## src/rtl/tiny_dnn_seq.sv

```systemverilog
`default_nettype none
// ============================================================================
//  Module      : tiny_dnn_seq
//  Description : Sequencer for one dot-product (neuron) evaluation on a
//                tiny_dnn_core plus its normalize stage. One start pulse
//                runs the whole sequence: init, a stream of exec cycles over
//                feature addresses 0..n-1, an optional bias term, a pipeline
//                drain, update, normalize enable and capture of the float32
//                result. The result is then held on a valid/ready output.
//  Revision    : 1.0 - initial release
// ----------------------------------------------------------------------------
//  Ports
//    clk        in   1   clock
//    reset      in   1   synchronous active-high reset
//    start      in   1   begin one evaluation (sampled in IDLE only)
//    fsize      in   AW  number of feature terms n (clamped to F_SIZE-2)
//    use_bias   in   1   add the bias term (sampled with start)
//    busy       out  1   high in every state except IDLE
//    init       out  1   core init
//    exec       out  1   core exec
//    bias       out  1   core bias
//    update     out  1   core update
//    ra         out  AW  core / feature RAM read address
//    norm_en    out  1   normalize enable
//    nrm        in   32  normalized float32 from normalize
//    out_valid  out  1   result valid
//    out_ready  in   1   result accepted
//    result     out  32  captured float32 result
// ============================================================================
module tiny_dnn_seq #(
    parameter int F_SIZE = 1024,
    parameter int AW     = 10
) (
    input  logic          clk,
    input  logic          reset,
    input  logic          start,
    input  logic [AW-1:0] fsize,
    input  logic          use_bias,
    output logic          busy,
    output logic          init,
    output logic          exec,
    output logic          bias,
    output logic          update,
    output logic [AW-1:0] ra,
    output logic          norm_en,
    input  logic [31:0]   nrm,
    output logic          out_valid,
    input  logic          out_ready,
    output logic [31:0]   result
);

    typedef enum logic [3:0] {
        S_IDLE   = 4'd0,
        S_INIT   = 4'd1,
        S_EXEC   = 4'd2,
        S_BIAS   = 4'd3,
        S_DRAIN  = 4'd4,
        S_UPDATE = 4'd5,
        S_NORM   = 4'd6,
        S_CAPT   = 4'd7,
        S_DONE   = 4'd8
    } state_t;

    // Largest usable term count: the top RAM slot belongs to the bias weight,
    // so the feature stream must stop short of it.
    localparam logic [AW:0] C_N_MAX    = (AW+1)'(F_SIZE - 2);
    localparam logic [AW:0] C_CNT_ONE  = (AW+1)'(1);
    localparam logic [AW:0] C_CNT_ZERO = '0;
    localparam logic [AW-1:0] C_RA_ONE = AW'(1);

    state_t      r_state;
    logic [AW:0] r_n;        // latched term count (one bit wider: no wrap)
    logic        r_b;        // latched bias request
    logic [AW:0] r_cnt;      // exec address counter / drain cycle counter

    logic [AW:0] w_fsize_ext;
    logic [AW:0] w_n_clamped;
    logic [AW:0] w_cnt_next;

    assign w_fsize_ext = {1'b0, fsize};
    assign w_n_clamped = (w_fsize_ext > C_N_MAX) ? C_N_MAX : w_fsize_ext;
    assign w_cnt_next  = r_cnt + C_CNT_ONE;

    // All control outputs are registered and set together with the state
    // they belong to, so each pulse lines up exactly with its state cycle.
    always_ff @(posedge clk) begin
        if (reset) begin
            r_state   <= S_IDLE;
            r_n       <= '0;
            r_b       <= 1'b0;
            r_cnt     <= '0;
            busy      <= 1'b0;
            init      <= 1'b0;
            exec      <= 1'b0;
            bias      <= 1'b0;
            update    <= 1'b0;
            norm_en   <= 1'b0;
            ra        <= '0;
            out_valid <= 1'b0;
            result    <= '0;
        end else begin
            // One-cycle pulses default low; each state raises what it needs
            // for the following cycle.
            init    <= 1'b0;
            exec    <= 1'b0;
            bias    <= 1'b0;
            update  <= 1'b0;
            norm_en <= 1'b0;
            ra      <= '0;

            case (r_state)
                S_IDLE: begin
                    if (start) begin
                        r_n     <= w_n_clamped;
                        r_b     <= use_bias;
                        r_state <= S_INIT;
                        init    <= 1'b1;
                        busy    <= 1'b1;
                    end
                end

                S_INIT: begin
                    r_cnt <= C_CNT_ZERO;
                    if (r_n != C_CNT_ZERO) begin
                        r_state <= S_EXEC;
                        exec    <= 1'b1;
                        ra      <= '0;
                    end else if (r_b) begin
                        r_state <= S_BIAS;
                        bias    <= 1'b1;
                    end else begin
                        r_state <= S_DRAIN;
                    end
                end

                S_EXEC: begin
                    // r_cnt holds the address being issued this cycle.
                    if (w_cnt_next == r_n) begin
                        r_cnt <= C_CNT_ZERO;
                        if (r_b) begin
                            r_state <= S_BIAS;
                            bias    <= 1'b1;
                        end else begin
                            r_state <= S_DRAIN;
                        end
                    end else begin
                        r_cnt <= w_cnt_next;
                        exec  <= 1'b1;
                        ra    <= r_cnt[AW-1:0] + C_RA_ONE;
                    end
                end

                S_BIAS: begin
                    // The core substitutes the bias address and d=1.0 itself.
                    r_cnt   <= C_CNT_ZERO;
                    r_state <= S_DRAIN;
                end

                S_DRAIN: begin
                    // Two idle cycles let the last term leave the 2-deep
                    // core pipeline before the accumulator is copied out.
                    if (r_cnt == C_CNT_ONE) begin
                        r_cnt   <= C_CNT_ZERO;
                        r_state <= S_UPDATE;
                        update  <= 1'b1;
                    end else begin
                        r_cnt <= w_cnt_next;
                    end
                end

                S_UPDATE: begin
                    r_state <= S_NORM;
                    norm_en <= 1'b1;
                end

                S_NORM: begin
                    r_state <= S_CAPT;
                end

                S_CAPT: begin
                    result    <= nrm;
                    out_valid <= 1'b1;
                    r_state   <= S_DONE;
                end

                S_DONE: begin
                    // start is deliberately not looked at here; a start held
                    // with out_ready is taken in the following IDLE cycle.
                    if (out_ready) begin
                        out_valid <= 1'b0;
                        busy      <= 1'b0;
                        r_state   <= S_IDLE;
                    end
                end

                default: begin
                    r_state   <= S_IDLE;
                    busy      <= 1'b0;
                    out_valid <= 1'b0;
                end
            endcase
        end
    end

endmodule
`default_nettype wire

```

## config.mk

```make
export PLATFORM = sky130hd
export DESIGN_NAME = tiny_dnn_seq
export DESIGN_NICKNAME = d
export VERILOG_FILES = /design/src/rtl/tiny_dnn_seq.sv
export SDC_FILE = /design/constraint.sdc
export NUM_CORES = 1
export LEC_CHECK = 0
export BUFFER_PORTS_ARGS = -buffer_cell sky130_fd_sc_hd__buf_2
export CORE_MARGIN = 1
export CORE_UTILIZATION = 47
export DETAILED_ROUTE_END_ITERATION = 10
export PLACE_DENSITY = 0.76
export SETUP_SLACK_MARGIN = 0.4
export SLEW_MARGIN = 20
export SYNTH_ARGS = -nofsm -noshare
export SYNTH_HDL_FRONTEND = slang
export SYNTH_SLANG_ARGS = --single-unit
```

## constraint.sdc

```tcl
create_clock -name clk -period 2.3 [get_ports clk]
set_input_delay 0.23 -clock clk [delete_from_list [all_inputs] [get_ports clk]]
set_output_delay 0.23 -clock clk [all_outputs]
set_load 0.01 [all_outputs]
```

==> out/metrics.cfg <==
[worst_setup_path]
cp-start-kind = register
r2r_end = r_cnt[3]$_SDFFE_PP0P_
arrival_ps = 2650
cp-end-kind = register
r2r_start = r_cnt[2]$_SDFFE_PP0P_
required_ps = 2550
ff2ff_setup_slack_ps = -100
crit_start = r_cnt[2]$_SDFFE_PP0P_
crit_path_max_fanout = 5
ff2ff_path_depth = 8
crit_type = reg -> reg
cp-endpoint = r_cnt[3]$_SDFFE_PP0P_

[final_layout]
fillers = 605
layout-drive-gt1-share_pct = 40.15
area_growth_pct = 33.56
multiInputGateArea_um2 = 1933
antennaDiodeCount = 0
post-route-util_pct = 66.18
nets = 577
seq_area_um2 = 1520

[die]
core_area_um2 = 6907
ioPinCount = 96
start_util_pct = 49.55
rows = 30
die-height_um = 87.33
fp.dieW_um = 87.33
dieArea_um2 = 7627

[detailed_routing]
via_per_inst = 5.502
wirelength_mm = 9.495
vias = 3461
drc = 0
firstDrtPassIters = 5
drt-initial-drc-count = 289
wl_per_cell_um = 15.10
ant_nets = 0

[grt]
grt_first_pass_wirelength_mm = 14.33
overflow = 0
grt_antenna_before_repair = 0
grt_pass1_vias = 3102
grt_max_degree = 44
grt_usage_pct = 24.33

[sta]
fin_skew_ps = 11.06
fmax_mhz = 416.0
hold_ws_ps = 102.4
post-route-min-period_ps = 2404
hold_viol = 0
fin_crit_sh_pct = 104.5
rsz0062_at_grt = true
slew_headroom_pct = 64.63
worst_slew_pin_slew_ps = 525.6
setup_viol = 10
post-route-worst-setup-slack_ps = -103.8
drv_slew = 0

[logic_synthesis]
async_reset_ff_share_pct = 0
ys_ff_latch = 75
synthesis.nets = 460
synth-edff-count = 0
synth.distinct_cells = 61
synth.avg_cell_area_um2 = 8.326
syn_inst = 411
synth_warnings = 0
synth-seq-area-share_pct = 43.88
synth_area_um2 = 3422
ys.flop_type = dfxtp_1

[cts]
cts_tree = built
clock-root-buffer = clkbuf_8
clkSinkCount = 75
cts_max_level = 3
cts_made_buffers = 9
cts.hold.buffers_added = 0
insertion_delay_ps = 350
clk_path_buf_depth = 2
clk_pin_slew_ps = 80

[power]
p_per_area_nw_per_um2 = 801.1
irDropWorstVdd_mv = 0.4300
total_power_mw = 3.661
cellLeakagePower_nw = 1.893

[placed_design]
routabilityCongestion = 0.8779
numPortBuffers = 95
detailed_place_hpwl_mm = 6.040

[min_path]
hp-class = in -> reg
min_path_cells = 3

[job]
cap_violations = 0

[status]
status = finished with violations
violations = setup timing

how the worst min path moves through the flow:
stage,startpoint,to,slack [ps]
6_report,nrm[23],result[23]$_SDFFE_PP0P_,100
5_1_grt,nrm[1],result[1]$_SDFFE_PP0P_,100
4_1_cts,nrm[3],result[3]$_SDFFE_PP0P_,100
3_5_place_dp,result[3]$_SDFFE_PP0P_,result[3]$_SDFFE_PP0P_,440
3_3_place_gp,result[9]$_SDFFE_PP0P_,result[9]$_SDFFE_PP0P_,440
2_1_floorplan,fsize[5],r_n[5]$_SDFFE_PP0P_,360
repair_timing:
| item | CTS | global route |
|---|---|---|
| pin swaps | 19 | 11 |
| setup endpoints to repair | 26 | 27 |
| resized for setup | 26 | 27 |
| setup buffers | 8 | 6 |
| gates cloned | 1 | 0 |
cell usage after synthesis (all sizes together), types with 2 or more instances:
| library cell | n | share of area, % |
|---|---|---|
| and3 | 2 | 0.37 |
| buf | 12 | 2.7 |
| nand3b | 3 | 0.66 |
| nand2 | 88 | 9.7 |
| a221o | 2 | 0.62 |
| o2111ai | 2 | 0.51 |
| or4b | 2 | 0.69 |
| xor2 | 2 | 0.51 |
| a21oi | 56 | 8.6 |
| or2b | 3 | 0.66 |
| nor2b | 3 | 0.55 |
| nor2 | 25 | 3.2 |
| xnor2 | 9 | 2.3 |
| inv | 9 | 0.99 |
| or4 | 2 | 0.44 |
| nand3 | 6 | 1.0 |
| nor4 | 7 | 1.3 |
| a2111oi | 2 | 0.59 |
| o221a | 2 | 0.66 |
| or3 | 8 | 1.6 |
| or2 | 3 | 0.55 |
| o21ai | 16 | 2.4 |
| o31a | 2 | 0.51 |
| nor3 | 6 | 0.88 |
| dfxtp | 75 | 44 |
| o22ai | 2 | 0.37 |
| nand2b | 5 | 0.91 |
| o211ai | 2 | 0.44 |
| o31ai | 3 | 0.66 |
| nor3b | 5 | 1.1 |
| nand4 | 7 | 1.7 |
| a21o | 7 | 1.6 |
| a22oi | 2 | 0.44 |
| ha | 2 | 0.73 |
| clkbuf | 16 | 1.8 |
| a31oi | 2 | 0.55 |
| and2 | 2 | 0.37 |
per-layer routing:
metal  part of all wire [%]  GRT usage (%)  vias up
met2                     48          38.85      155
met3                    8.0          6.825       39
met1                     41          29.51     1612
met4                    3.5          13.41        0
li1                       -              -     1655
met5                      0              0        -
cells in the final DEF, fill, tap and decap left out, types with 5 or more instances in the layout:
cell type / netlist / routed
buf_2: 3 / 95
clkbuf_8: 0 / 9
nand4_1: 6 / 6
nand2b_1: 5 / 5
nand2_1: 88 / 88
inv_1: 9 / 8
a21o_1: 5 / 5
nor2_2: 6 / 5
xnor2_1: 9 / 8
buf_4: 2 / 32
o21ai_2: 1 / 5
a21oi_2: 4 / 9
nor2_1: 19 / 16
buf_6: 5 / 7
a21oi_1: 52 / 47
nor3b_1: 5 / 5
nor3_1: 6 / 5
o21ai_0: 15 / 10
dfxtp_1: 75 / 68
power by group:
part | internal, mW | switching, mW | leakage [nW]
clock | 0.393 | 0.491 | 0.0904
combinational | 0.536 | 0.743 | 1.19
sequential | 1.40 | 0.0969 | 0.612
cell type report:
class | count | area share [%]
Clock inverter | 6 | 0.9034
Sequential cell | 75 | 33.26
Tap cell | 96 | 2.628
Timing Repair Buffer | 134 | 17.38
Clock buffer | 10 | 2.792
Multi-Input combinational cell | 299 | 42.29
Inverter | 9 | 0.7391
logic make-up (layout without fill, tap and decap cells):
kind of cell	count (synthesis)	in the layout	synth area share [%]
DFF	75	75	43.88
and+or+nand+nor	180	181	26.36
adders and majority gates	3	3	1.024
buffers and inverters	38	159	6.471
AOI/OAI and AO/OA	103	103	18.79
xor gates and xnor gates	12	12	3.474
sequential cells by signal, summed over array words and instances (netlist names):
signal	count
r_cnt	11
exec	1
r_n	10
init	1
bias	1
out_valid	1
norm_en	1
r_state	4
ra	10
busy	1
result	32
r_b	1
update	1
critical path, stage by stage (launching register included):
cell and delay [ps]:
dfxtp_2 340, buf_6 120, and3_1 230, xnor3_1 290
a2111oi_4 440, nand4_1 250, nor2_2 240, nor2_2 60
a221o_2 320
metrics by stage:
stage / std cells / setup TNS (ps) / setup slack [ps] / area [um2]
floorplan: 411 / 0 / 117.5 / 3493
global placement: 598 / -15.49 / -12.82 / 4073
detailed placement: 598 / -152.8 / -29.26 / 4073
CTS: 623 / 0 / 80.74 / 4413
global route: 629 / -884.0 / -139.1 / 4571
finish: 629 / -534.4 / -103.8 / 4571
Power figures use the tool's default switching activity.
